===== src/rtl/brick_pkg.sv =====
// Shared constants, state encoding and scoring helper for the brick field.
package brick_pkg;

    localparam int NUM_BLOCKS = 15;
    localparam int ROW_SIZE   = 5;
    localparam int SCORE_W    = 10;

    localparam logic [NUM_BLOCKS-1:0] ALIVE_FULL = 15'h7FFF;

    localparam logic [1:0] PTS_ROW0 = 2'd3;
    localparam logic [1:0] PTS_ROW1 = 2'd2;
    localparam logic [1:0] PTS_ROW2 = 2'd1;

    typedef enum logic [1:0] {
        IDLE,
        PLAY,
        WIN
    } field_state_t;

    // Top rows are harder to reach, so they are worth more.
    function automatic logic [1:0] row_points(input logic [1:0] row);
        logic [1:0] pts;
        case (row)
            2'd0:    pts = PTS_ROW0;
            2'd1:    pts = PTS_ROW1;
            default: pts = PTS_ROW2;
        endcase
        return pts;
    endfunction

endpackage


===== src/rtl/brick_field_ctrl_hit_select.sv =====
// Lowest-index priority encoder over the brick hit vector, with row lookup.
module hit_select
    import brick_pkg::*;
(
    input  logic [NUM_BLOCKS-1:0] req_i,
    output logic                  valid_o,
    output logic [3:0]            index_o,
    output logic [1:0]            row_o
);

    // Scan from the top down so the last assignment is the lowest set bit.
    always_comb begin
        valid_o = |req_i;
        index_o = 4'd0;
        for (int i = NUM_BLOCKS - 1; i >= 0; i--) begin
            if (req_i[i]) begin
                index_o = 4'(i);
            end
        end
    end

    always_comb begin
        row_o = 2'd2;
        if (index_o < 4'(ROW_SIZE)) begin
            row_o = 2'd0;
        end else if (index_o < 4'(2 * ROW_SIZE)) begin
            row_o = 2'd1;
        end
    end

endmodule


===== src/rtl/brick_field_ctrl.sv =====
// Brick field owner: alive mask, scoring, block/paddle bounce requests and win tracking.
module brick_field_ctrl
    import brick_pkg::*;
(
    input  logic                  clk,
    input  logic                  rst_n,
    input  logic                  new_game_i,
    input  logic                  frame_tick_i,
    input  logic [NUM_BLOCKS-1:0] collide_block_i,
    input  logic                  collide_paddle_i,
    output logic [NUM_BLOCKS-1:0] alive_o,
    output logic                  bounce_block_o,
    output logic                  bounce_paddle_o,
    output logic [SCORE_W-1:0]    score_o,
    output logic [3:0]            blocks_left_o,
    output logic                  win_o
);

    field_state_t          state_q, state_d;
    logic [NUM_BLOCKS-1:0] alive_q, alive_d;
    logic [SCORE_W-1:0]    score_q, score_d;
    logic [3:0]            blocksLeft_q, blocksLeft_d;
    logic                  lockout_q, lockout_d;
    logic                  bounceBlock_q, bounceBlock_d;
    logic                  bouncePaddle_q, bouncePaddle_d;
    logic                  paddlePrev_q, paddlePrev_d;

    logic [NUM_BLOCKS-1:0] hits;
    logic                  hitValid;
    logic [3:0]            hitIdx;
    logic [1:0]            hitRow;
    logic [SCORE_W:0]      scoreSum;
    logic [SCORE_W-1:0]    scoreSat;

    // Bits already cleared are masked so a lingering collide flag never double counts.
    assign hits = collide_block_i & alive_q;

    hit_select u_hit_select (
        .req_i   (hits),
        .valid_o (hitValid),
        .index_o (hitIdx),
        .row_o   (hitRow)
    );

    assign scoreSum = {1'b0, score_q} + {{(SCORE_W - 1){1'b0}}, row_points(hitRow)};
    assign scoreSat = scoreSum[SCORE_W] ? {SCORE_W{1'b1}} : scoreSum[SCORE_W-1:0];

    always_comb begin
        state_d        = state_q;
        alive_d        = alive_q;
        score_d        = score_q;
        blocksLeft_d   = blocksLeft_q;
        lockout_d      = frame_tick_i ? 1'b0 : lockout_q;
        bounceBlock_d  = 1'b0;
        bouncePaddle_d = (state_q == PLAY) && collide_paddle_i && !paddlePrev_q;
        paddlePrev_d   = collide_paddle_i;

        case (state_q)
            IDLE, WIN: begin
                if (new_game_i) begin
                    state_d      = PLAY;
                    alive_d      = ALIVE_FULL;
                    score_d      = '0;
                    blocksLeft_d = 4'(NUM_BLOCKS);
                    lockout_d    = 1'b0;
                end
            end
            PLAY: begin
                if (new_game_i) begin
                    alive_d      = ALIVE_FULL;
                    score_d      = '0;
                    blocksLeft_d = 4'(NUM_BLOCKS);
                    lockout_d    = 1'b0;
                end else if (blocksLeft_q == 4'd0) begin
                    state_d = WIN;
                end else if (hitValid) begin
                    alive_d       = alive_q & ~(15'b1 << hitIdx);
                    blocksLeft_d  = blocksLeft_q - 4'd1;
                    score_d       = scoreSat;
                    // A same-cycle frame tick re-arms the bounce before this hit consumes it.
                    bounceBlock_d = !lockout_q || frame_tick_i;
                    lockout_d     = 1'b1;
                end
            end
            default: state_d = IDLE;
        endcase
    end

    always_ff @(posedge clk or negedge rst_n) begin
        if (!rst_n) begin
            state_q        <= IDLE;
            alive_q        <= ALIVE_FULL;
            score_q        <= '0;
            blocksLeft_q   <= 4'(NUM_BLOCKS);
            lockout_q      <= 1'b0;
            bounceBlock_q  <= 1'b0;
            bouncePaddle_q <= 1'b0;
            paddlePrev_q   <= 1'b0;
        end else begin
            state_q        <= state_d;
            alive_q        <= alive_d;
            score_q        <= score_d;
            blocksLeft_q   <= blocksLeft_d;
            lockout_q      <= lockout_d;
            bounceBlock_q  <= bounceBlock_d;
            bouncePaddle_q <= bouncePaddle_d;
            paddlePrev_q   <= paddlePrev_d;
        end
    end

    assign alive_o         = alive_q;
    assign score_o         = score_q;
    assign blocks_left_o   = blocksLeft_q;
    assign bounce_block_o  = bounceBlock_q;
    assign bounce_paddle_o = bouncePaddle_q;
    assign win_o           = (state_q == WIN);

endmodule

===== config.mk =====
export PLATFORM = sky130hd
export DESIGN_NAME = brick_field_ctrl
export DESIGN_NICKNAME = d
export VERILOG_FILES = /design/src/rtl/brick_pkg.sv /design/src/rtl/brick_field_ctrl_hit_select.sv /design/src/rtl/brick_field_ctrl.sv
export SDC_FILE = /design/constraint.sdc
export NUM_CORES = 1
export LEC_CHECK = 0
export ABC_AREA = 1
export BUFFER_PORTS_ARGS = -buffer_cell sky130_fd_sc_hd__buf_2
export CAP_MARGIN = 20
export CORE_MARGIN = 8
export CORE_UTILIZATION = 50
export CTS_CLUSTER_SIZE = 24
export DETAILED_ROUTE_END_ITERATION = 12
export PLACE_DENSITY = 0.75
export SLEW_MARGIN = 20
export SYNTH_ARGS = -nofsm -noshare
export SYNTH_HDL_FRONTEND = slang
export SYNTH_HIERARCHICAL = 1
export SYNTH_SLANG_ARGS = --single-unit

===== constraint.sdc =====
create_clock -name clk -period 7.29 [get_ports clk]
set_input_delay 1.458 -clock clk [delete_from_list [all_inputs] [get_ports clk]]
set_output_delay 1.458 -clock clk [all_outputs]
set_load 0.02 [all_outputs]

==> results.json, run 1 <==
{
  "crit_path_end_kind": "flop",
  "top_cells_by_area_synth": "dfstp_2 22%, nand2_1 22%, dfrtp_1 17%",
  "finalClockSkew_ps": 6.23,
  "cts_root_buffer": "clkbuf_8",
  "placement.io_buffers": 51,
  "final-setup-viol-count": 0,
  "post_synthesis_instance_area_um2": 2320,
  "worstRegToRegCells": 17,
  "power_leakage_nw": 1.46,
  "detail_route.wl_per_cell_um": 12.3,
  "synth.yosys.warnings": 6,
  "drt_pre_antenna_iters": 5,
  "r2r_slack_ps": 4110,
  "antenna_cells_inserted": 0,
  "synthXorXnorAreaFrac_pct": 0.377,
  "power.switching_w": 0.000166,
  "tritoncts_num_sinks": 35,
  "cp_slowest_cell": "nor3_2",
  "postCtsSetupBuffers": 0,
  "synth.net_count": 368,
  "routed_via_density": 4.95,
  "adder_cell_fraction_of_synth_area_pct": 2.48,
  "grt_first_pass_wirelength_mm": 9.43,
  "cp-start-kind": "input port",
  "timing.final.crit_period_ps": 3960,
  "mostFrequentLayoutCells": "133 x nand2_1, 52 x inv_1, 51 x buf_2",
  "antenna_violations_before_repair": 0,
  "setup_repair_after_global_routing_missed_its_margin": "no",
  "max_slew_headroom_pct": 49.2,
  "clock_path_buffers": 2,
  "ant_nets": 0,
  "design.portCount": 52,
  "rr_startpoint": "alive_o[13]$_DFFE_PN1P_",
  "worstSetupStartpoint": "collide_block_i[5]",
  "irDropWorstVdd_uv": 139,
  "path_cells": "buf_2, nand2_1, inv_1, nor2_2, nand3_2, nor3_2, o21ai_0, inv_1, inv_1, nand2_1, ha_1, fa_1, nand3_1, nor2_1, o21ai_0, nand2_1, o21ai_1",
  "synth_area_leader_cell": "dfstp_2",
  "timing.setup.tns_ps": 0,
  "hold_buffers": 0,
  "clkSlewWorstSetupHoldPaths_ps": 80,
  "layout_worst_path_cycle_share_pct": 54.4,
  "vias": 2211,
  "dieWidth_um": 84.1,
  "synth.ff_latch_count": 35,
  "regToRegEndpoint": "score_o[4]$_DFFE_PN0P_",
  "worst_ep_arrival_time_ps": 4140,
  "relative_contribution_of_combinational_cells_to_total_power_pct": 22.8,
  "power.share.sequential_pct": 42.3,
  "synth-simple-area-share_pct": 39.0,
  "cap_viol_max_count": 0,
  "timing_worst_setup_path_type": "input port to flop",
  "area_delta_synth_final_pct": 16.5,
  "worst_hold_path_type": "flop to flop",
  "endpoint": "score_o[4]$_DFFE_PN0P_",
  "maximum_number_of_pins_on_one_net_before_global_route_repair": 36,
  "grt_pass1_vias": 2073,
  "synth.area.mux_share_pct": 0,
  "mostFrequentLayoutCell": "nand2_1",
  "finalHoldViolCount": 0,
  "sequential_to_total_area_share_from_yosys_stat_pct": 38.8,
  "critPathRequiredTime_ps": 7470,
  "grtUsageTotal_pct": 15.5,
  "slew_violations": 0,
  "design.final.nets": 418,
  "dieArea_um2": 7080,
  "remaining_drc_errors": 0,
  "clk-insertion-delay-late_ps": 290,
  "switching_share_pct": 31.4,
  "coreArea_um2": 4410,
  "synth_top_cell_area_share_pct": 21.5,
  "worst_path_largest_cell_delay_ps": 640,
  "crit_family": "simple AND/OR/NAND/NOR gates",
  "fin_hold_ws_ps": 404,
  "final_layout_size_suffix_gt1_share_pct": 26.1,
  "syn_avg_cell_area_um2": 6.75,
  "placementRows": 24,
  "internal_power_w": 0.000362,
  "dp.final_hpwl_mm": 4.12,
  "cts-htree-levels": 2,
  "post_cts_resize_count": 0,
  "synth_compound_gate_area_share_pct": 6.68,
  "crit_fanout": 14,
  "initial_utilization_pct": 52.6,
  "clock_share_of_power_pct": 34.9,
  "run_status": "complete, no violations",
  "dominant_combinational_cell_family_by_area_after_synthesis": "simple AND/OR/NAND/NOR gates",
  "power_density_nw_per_um2": 195,
  "chipHeight_um": 84.1,
  "syn_inst": 344,
  "critical_path_buf_inv_count": 4,
  "fillCellCount": 429,
  "netlist-cell-type-count": 32,
  "transition_time_at_the_pin_with_the_least_slew_margin_ps": 762,
  "gpl.final_weighted_congestion": 0.911,
  "critical_path_cell_count": 17,
  "drt_iter0_drc": 133,
  "gr-total-overflow": 0,
  "timing.fmax_ghz": 0.252,
  "route.final.wire_length_mm": 5.51,
  "cts_tree": "built",
  "tritoncts.num_buffers": 5
}
-- power by group through the flow --
stage	Combinational, W	Clock (W)	Sequential, W
after floorplan	0.0000752	0	0.000237
final	0.000120	0.000184	0.000223
after detailed placement	0.000120	0	0.000227
after CTS	0.000121	0.000188	0.000223
after global routing	0.000137	0.000194	0.000226
after global placement	0.000119	0	0.000227
-- worst min path at each step --
stage	start	endpoint	slack (ps)	cells past startpoint
2_1_floorplan	paddlePrev_q$_DFF_PN0_	bounce_paddle_o$_DFF_PN0_	380	1
4_1_cts	paddlePrev_q$_DFF_PN0_	bounce_paddle_o$_DFF_PN0_	410	1
6_report	paddlePrev_q$_DFF_PN0_	bounce_paddle_o$_DFF_PN0_	400	1
5_1_grt	paddlePrev_q$_DFF_PN0_	bounce_paddle_o$_DFF_PN0_	410	1
3_5_place_dp	paddlePrev_q$_DFF_PN0_	bounce_paddle_o$_DFF_PN0_	400	1
3_3_place_gp	paddlePrev_q$_DFF_PN0_	bounce_paddle_o$_DFF_PN0_	390	1
-- layer usage --
layer  wire length (µm)  vias up  part of all wire [%]  track usage (%)
met3                294        6                   5.3             4.64
li1                   -     1154                     -                -
met5                  0        -                     0                0
met4                 44        0                  0.80             3.30
met1               2690     1007                    49             20.5
met2               2480       44                    45             24.2
-- sequential cells by signal, summed over array words and instances (netlist names) --
name,count
alive_o,15
blocks_left_o,4
bounce_block_o,1
bounce_paddle_o,1
lockout_q,1
paddlePrev_q,1
score_o,10
state_q,2
-- layout make-up --
class                      instances  area (µm²)  share of cell area, %
clock inverter                     2        35.0                   1.30
clock buffer                       6        82.6                   3.05
inverter                          64         240                   8.88
timing repair buffer              51         255                   9.44
tap                               52        65.1                   2.41
sequential                        35         900                   33.3
multi-input combinational        237        1130                   41.7
-- cells by family (layout without fill, tap and decap cells) --
kind of cell	count (synthesis)	count (layout)
simple gates	204	204
buf+inv	72	123
flops	35	35
compound gates	28	28
fa+ha+maj	4	4
xor+xnor	1	1
-- cells in the mapped netlist --
cell type,number
nor3b_1,1
buf_6,2
nor3_2,1
nand2_2,1
clkinv_1,1
inv_1,52
or2_2,1
inv_2,11
fa_1,1
nor2_1,19
nor4_2,1
buf_4,1
ha_1,3
o21ai_0,21
clkbuf_1,1
nand3_1,28
nand4_2,1
nand4_1,6
xnor2_1,1
nand3b_1,2
a21oi_1,2
a21oi_2,1
nand2_1,133
nand3_2,4
dfrtp_1,16
o21ai_1,3
a21oi_4,1
nor2_8,1
nor3_1,3
buf_2,4
dfstp_2,19
nor2_2,2
-- worst register-to-register path, delay by kind of cell, from the launching register on --
family	cells	cell delay [ps]
AND/OR/NAND/NOR	9	1380
flip-flops	1	540
adder cells (fa/ha/maj)	2	490
AO/OA/AOI/OAI	3	370
buffers and inverters	3	310
-- per-stage QoR --
| step | setup slack [ps] | util (%) | total power (W) | cell area (µm²) | instances |
|---|---|---|---|---|---|
| detailed placement | 3030 | 58.6 | 0.000347 | 2590 | 439 |
| global placement | 3100 | 58.6 | 0.000345 | 2590 | 439 |
| finish | 3330 | 61.3 | 0.000528 | 2710 | 447 |
| global route | 2990 | 61.3 | 0.000556 | 2710 | 447 |
| CTS | 3330 | 61.3 | 0.000533 | 2710 | 447 |
| floorplan | 3690 | - | 0.000312 | 2320 | 344 |
Note: power is estimated with default switching activity, not from simulation.
==> run 2, diff against run 1 <==
Settings changed: ABC_AREA 1 to 0, PLACE_DENSITY 0.75 to 0.76.
Clock period 7.29 ns to 3.9 ns, I/O delays scaled along.
==> results.json, run 2 <==
{
  "hold_buffers": 0,
  "sequential_to_total_area_share_from_yosys_stat_pct": 43.9,
  "cp_slowest_cell": "or4_4",
  "syn_inst": 225,
  "cts_root_buffer": "clkbuf_8",
  "timing.setup.tns_ps": 0,
  "top_cells_by_area_synth": "dfstp_2 24%, dfrtp_1 20%, nor2_1 4.9%",
  "vias": 1880,
  "cap_viol_max_count": 0,
  "slew_violations": 0,
  "clock_path_buffers": 2,
  "drt_pre_antenna_iters": 4,
  "area_delta_synth_final_pct": 21.7,
  "critPathRequiredTime_ps": 4100,
  "path_cells": "buf_2, and2_1, or4_4, nor2b_2, nor2b_4, a21boi_2, inv_1, nand2_1, ha_1, fa_1, nand3_2, nor4_1, buf_4, o21ai_0, o21ai_1",
  "synthArstFlopShare_pct": 100,
  "routed_via_density": 5.63,
  "ant_nets": 0,
  "crit_family": "simple AND/OR/NAND/NOR gates",
  "antenna_violations_before_repair": 0,
  "fin_hold_ws_ps": 496,
  "finalWorstSetupSlack_ps": 405,
  "crit_fanout": 8,
  "post_synthesis_instance_area_um2": 2050,
  "route.final.wire_length_mm": 5.41,
  "postCtsSetupBuffers": 0,
  "clk-insertion-delay-late_ps": 280,
  "grtUsageTotal_pct": 17.3,
  "synth_top_cell_area_share_pct": 24.4,
  "chipHeight_um": 80.0,
  "power_leakage_nw": 1.04,
  "crit_path_end_kind": "flop",
  "synth.net_count": 249,
  "finalClockSkew_ps": 9.33,
  "max_slew_headroom_pct": 35.8,
  "yosysMostFrequentCell": "nor2_1",
  "detail_route.wl_per_cell_um": 16.2,
  "layout_worst_path_cycle_share_pct": 89.6,
  "mostFrequentLayoutCells": "51 x buf_2, 27 x nor2_1, 19 x dfstp_2",
  "gpl.final_weighted_congestion": 0.921,
  "maximum_number_of_pins_on_one_net_before_global_route_repair": 36,
  "placementRows": 23,
  "dp_worst_setup_slack_ps": 137,
  "dieArea_um2": 6400,
  "largest_register_ffs": 15,
  "tritoncts_num_sinks": 35,
  "worst_hold_path_type": "flop to flop",
  "netlist-cell-type-count": 48,
  "placement.io_buffers": 51,
  "synth.ff_latch_count": 35,
  "drt_iter0_drc": 135,
  "cp-start-kind": "input port",
  "dp.final_hpwl_mm": 4.08,
  "post_synth_edffs": 0,
  "timing.fmax_ghz": 0.286,
  "worst_path_largest_cell_delay_ps": 540,
  "mostFrequentLayoutCell": "buf_2",
  "finalHoldViolCount": 0,
  "finalCoreUtilization_pct": 62.8,
  "critical_path_buf_inv_count": 3,
  "timing.final.crit_period_ps": 3490,
  "gr-total-overflow": 0,
  "timing_worst_setup_path_type": "input port to flop",
  "irDropWorstVdd_uv": 235,
  "totalPowerFinal_w": 0.00115,
  "final_layout_size_suffix_gt1_share_pct": 34.5,
  "design.final.nets": 307,
  "seqCellArea_um2": 900,
  "power_density_nw_per_um2": 461,
  "coreArea_um2": 3970,
  "run_status": "complete, no violations",
  "fillCellCount": 353,
  "setup_repair_after_global_routing_missed_its_margin": "no",
  "design.portCount": 52,
  "tritoncts.num_buffers": 5,
  "transition_time_at_the_pin_with_the_least_slew_margin_ps": 959,
  "antenna_cells_inserted": 0,
  "grt_first_pass_wirelength_mm": 8.85,
  "final-setup-viol-count": 0,
  "worst_ep_arrival_time_ps": 3690,
  "dieWidth_um": 80.0,
  "grt_pass1_vias": 1885,
  "remaining_drc_errors": 0,
  "area_occupied_by_multi_input_gates_um2": 1070,
  "synth_area_leader_cell": "dfstp_2",
  "clkSlewWorstSetupHoldPaths_ps": 70,
  "synth.cells.most_frequent": "27 x nor2_1, 19 x dfstp_2, 16 x and2_1, 16 x dfrtp_1, 16 x o21ai_0",
  "cts_tree": "built",
  "synth.yosys.warnings": 6,
  "cts-htree-levels": 2,
  "post_cts_resize_count": 0,
  "syn_avg_cell_area_um2": 9.10,
  "main_flop_type_after_synthesis": "dfstp_2",
  "initial_utilization_pct": 51.6
}
==> run 2: changes by cell type after synthesis, sizes merged, moves of 7 or more <==
cell and change:
nor2b +7, o31ai +9, nand3 -25, and2 +16
a21oi +9, inv -50, nand2 -119
==> run 2: stage by stage <==
| step | std cells | instance area [µm²] |
|---|---|---|
| detailed placement | 326 | 2380 |
| floorplan | 225 | 2050 |
| global route | 334 | 2490 |
| global placement | 326 | 2380 |
| CTS | 334 | 2490 |
| finish | 334 | 2490 |
==> run 2: worst min-delay path, delay by kind of cell, from the launching register on <==
family	cells	cell delay, ps
AND/OR/NAND/NOR	1	50
AO/OA/AOI/OAI	1	60
flip-flops	1	380
==> run 2: logic make-up (layout without fill, tap and decap cells) <==
logic type                 Yosys count  after routing  synth area share (%)
AOI/OAI and AO/OA                   64             64                  20.6
adders and majority gates            4              4                  2.81
buffers and inverters               18             77                  3.67
DFF                                 35             35                  43.9
and+or+nand+nor                    104            104                  29.0
==> run 2: final timing paths <==
check | start | endpoint | slack, ps | depth (start not counted)
max | collide_block_i[3] | score_o[4]$_DFFE_PN0P_ | 410 | 15
max reg2reg | alive_o[3]$_DFFE_PN1P_ | score_o[4]$_DFFE_PN0P_ | 640 | 14
min | alive_o[3]$_DFFE_PN1P_ | alive_o[3]$_DFFE_PN1P_ | 500 | 2
min reg2reg | alive_o[3]$_DFFE_PN1P_ | alive_o[3]$_DFFE_PN1P_ | 500 | 2
max in group asynchronous | rst_n | score_o[4]$_DFFE_PN0P_ | 2840 | 1
min in group asynchronous | rst_n | score_o[3]$_DFFE_PN0P_ | 560 | 1
==> run 2: power by group <==
group / internal (W) / switching [W]
Sequential: 0.000435 / 0.0000562
Clock: 0.000190 / 0.000131
Combinational: 0.000126 / 0.000211
Total: 0.000751 / 0.000399
==> run 2: final cells by class <==
cell class	instances	area share, %
multi-input cells	172	43.1
repair buffers	56	11.7
inverters	13	2.06
well taps	50	2.51
clock buffers	5	2.76
clock inverters	3	1.76
flip-flops and latches	35	36.1
==> run 2: routing by layer <==
metal  wire length [µm]  part of all wire, %  track usage (%)
met1               2340                   43             21.0
met2               2670                   49             28.9
met3                350                  6.5             4.73
met4                 51                 0.94             4.91
met5                  0                    0                0
==> run 3, diff against run 2 <==
Settings changed: BUFFER_PORTS_ARGS -buffer_cell sky130_fd_sc_hd__buf_2 to default, DONT_BUFFER_PORTS from default to 1, MAX_ROUTING_LAYER from default to met4, PLACE_DENSITY 0.76 to default.
==> results.json, run 3 (same netlist as run 2, synthesis figures left out) <==
{
  "grtUsageTotal_pct": 17.5,
  "switching_share_pct": 35.4,
  "crit_path_end_kind": "flop",
  "worst_hold_path_type": "input port to asynchronous set/reset pin",
  "initial_utilization_pct": 51.6,
  "layout_worst_path_cycle_share_pct": 89.8,
  "area_delta_synth_final_pct": 7.88,
  "cp-start-kind": "input port",
  "ant_nets": 0,
  "post-route-cell-area_um2": 2210,
  "drt_pre_antenna_iters": 4,
  "dp_worst_setup_slack_ps": 105,
  "setup_repair_after_global_routing_missed_its_margin": "no",
  "run_status": "complete, no violations",
  "timing_worst_setup_path_type": "input port to flop",
  "largest_register_ffs": 15,
  "max_slew_headroom_pct": 33.5,
  "antenna_violations_before_repair": 0,
  "clkSlewWorstSetupHoldPaths_ps": 70,
  "timing.final.crit_period_ps": 3500,
  "clock_path_buffers": 2,
  "power.switching_w": 0.000376,
  "postCtsSetupBuffers": 0,
  "power_leakage_nw": 0.828,
  "finalHoldViolCount": 0,
  "regToRegEndpoint": "score_o[3]$_DFFE_PN0P_",
  "dpl-instance-area_um2": 2110,
  "drt_iter0_drc": 112,
  "grt_first_pass_wirelength_mm": 8.64,
  "relative_contribution_of_combinational_cells_to_total_power_pct": 19.8,
  "gr-total-overflow": 0,
  "finalCoreUtilization_pct": 55.6,
  "tritoncts.num_buffers": 5,
  "cap_viol_max_count": 0,
  "dieWidth_um": 80.0,
  "mostFrequentLayoutCells": "27 x nor2_1, 19 x dfstp_2, 16 x o21ai_0, 16 x and2_1, 16 x dfrtp_1",
  "antenna_cells_inserted": 0,
  "final_layout_size_suffix_gt1_share_pct": 19.0,
  "finalWorstSetupSlack_ps": 397,
  "r2r_slack_ps": 450,
  "dieArea_um2": 6400,
  "power.share.sequential_pct": 52.8,
  "design.portCount": 52,
  "slew_violations": 0,
  "post_cts_resize_count": 0,
  "routed_via_density": 6.22,
  "clock_share_of_power_pct": 27.5,
  "fin_hold_ws_ps": 179,
  "rr_startpoint": "alive_o[7]$_DFFE_PN1P_",
  "route.final.wire_length_mm": 5.16,
  "power_density_nw_per_um2": 481,
  "cts_tree": "built",
  "design.final.nets": 254,
  "clk-insertion-delay-late_ps": 290,
  "remaining_drc_errors": 0,
  "placement.io_buffers": 0,
  "crit_fanout": 8,
  "worstRegToRegCells": 14,
  "coreArea_um2": 3970,
  "mostFrequentLayoutCell": "nor2_1",
  "chipHeight_um": 80.0,
  "detail_route.wl_per_cell_um": 18.3,
  "cts_root_buffer": "clkbuf_8",
  "placementRows": 23,
  "maximum_number_of_pins_on_one_net_before_global_route_repair": 36,
  "final-setup-viol-count": 0,
  "dp.final_hpwl_mm": 3.88,
  "transition_time_at_the_pin_with_the_least_slew_margin_ps": 994,
  "worst_ep_arrival_time_ps": 3710,
  "irDropWorstVdd_uv": 286,
  "grt_pass1_vias": 1708,
  "hold_buffers": 0,
  "finalClockSkew_ps": 4.86,
  "timing.setup.tns_ps": 0,
  "cts-htree-levels": 2,
  "critPathRequiredTime_ps": 4100,
  "gpl.final_weighted_congestion": 0.851,
  "internal_power_w": 0.000686,
  "tritoncts_num_sinks": 35,
  "vias": 1749,
  "timing.fmax_ghz": 0.285
}
## run 3: cell count changes in the layout (fill, tap and decap cells not counted), sizes merged
cell,change
buf,-53
clkbuf,+3
clkinv,-2
bufinv,-1
## run 3: stage by stage
step / instances / total power (W)
6_report: 281 / 0.00106
5_1_grt: 281 / 0.00113
4_1_cts: 281 / 0.00108
3_5_place_dp: 273 / 0.000778
3_3_place_gp: 273 / 0.000770
2_1_floorplan: 225 / 0.000712
## run 3: layout make-up
class,count,area (µm²)
clock buffers,8,100
fillers,387,1760
inverters,13,51.3
multi-input cells,172,1070
flip-flops and latches,35,900
well taps,50,62.6
repair buffers,3,22.5
## run 3: worst max-delay path by stage
stage	start	to	slack, ps
2_1_floorplan	collide_block_i[0]	score_o[4]$_DFFE_PN0P_	360
3_3_place_gp	collide_block_i[0]	score_o[7]$_DFFE_PN0P_	310
3_5_place_dp	collide_block_i[7]	score_o[3]$_DFFE_PN0P_	100
4_1_cts	collide_block_i[7]	score_o[3]$_DFFE_PN0P_	420
5_1_grt	collide_block_i[7]	score_o[5]$_DFFE_PN0P_	7
6_report	collide_block_i[7]	score_o[3]$_DFFE_PN0P_	400
## run 3: worst max-delay path, stage by stage
cell      delay, ps
and2_1          170
nor4_1          470
nor2b_2         250
nor2b_4         230
a21boi_2        190
inv_1            90
nand2_1          80
ha_1            180
fa_1            240
nand3_2         130
nor4_1          460
buf_4           220
o21ai_0          80
o21ai_0         130
## run 3: power by group through the flow
stage	combinational (W)	clock [W]	sequential, W
floorplan	0.000166	0	0.000546
CTS	0.000210	0.000303	0.000564
finish	0.000210	0.000292	0.000560
detailed placement	0.000209	0	0.000569
global placement	0.000203	0	0.000568
global route	0.000239	0.000313	0.000575
## run 3: layer usage
metal	routed length [µm]	global-route usage [%]	up-vias
li1	-	-	826
met1	2090	20.1	848
met2	2450	27.0	65
met3	503	6.42	10
met4	110	6.91	0
met5	0	-	-
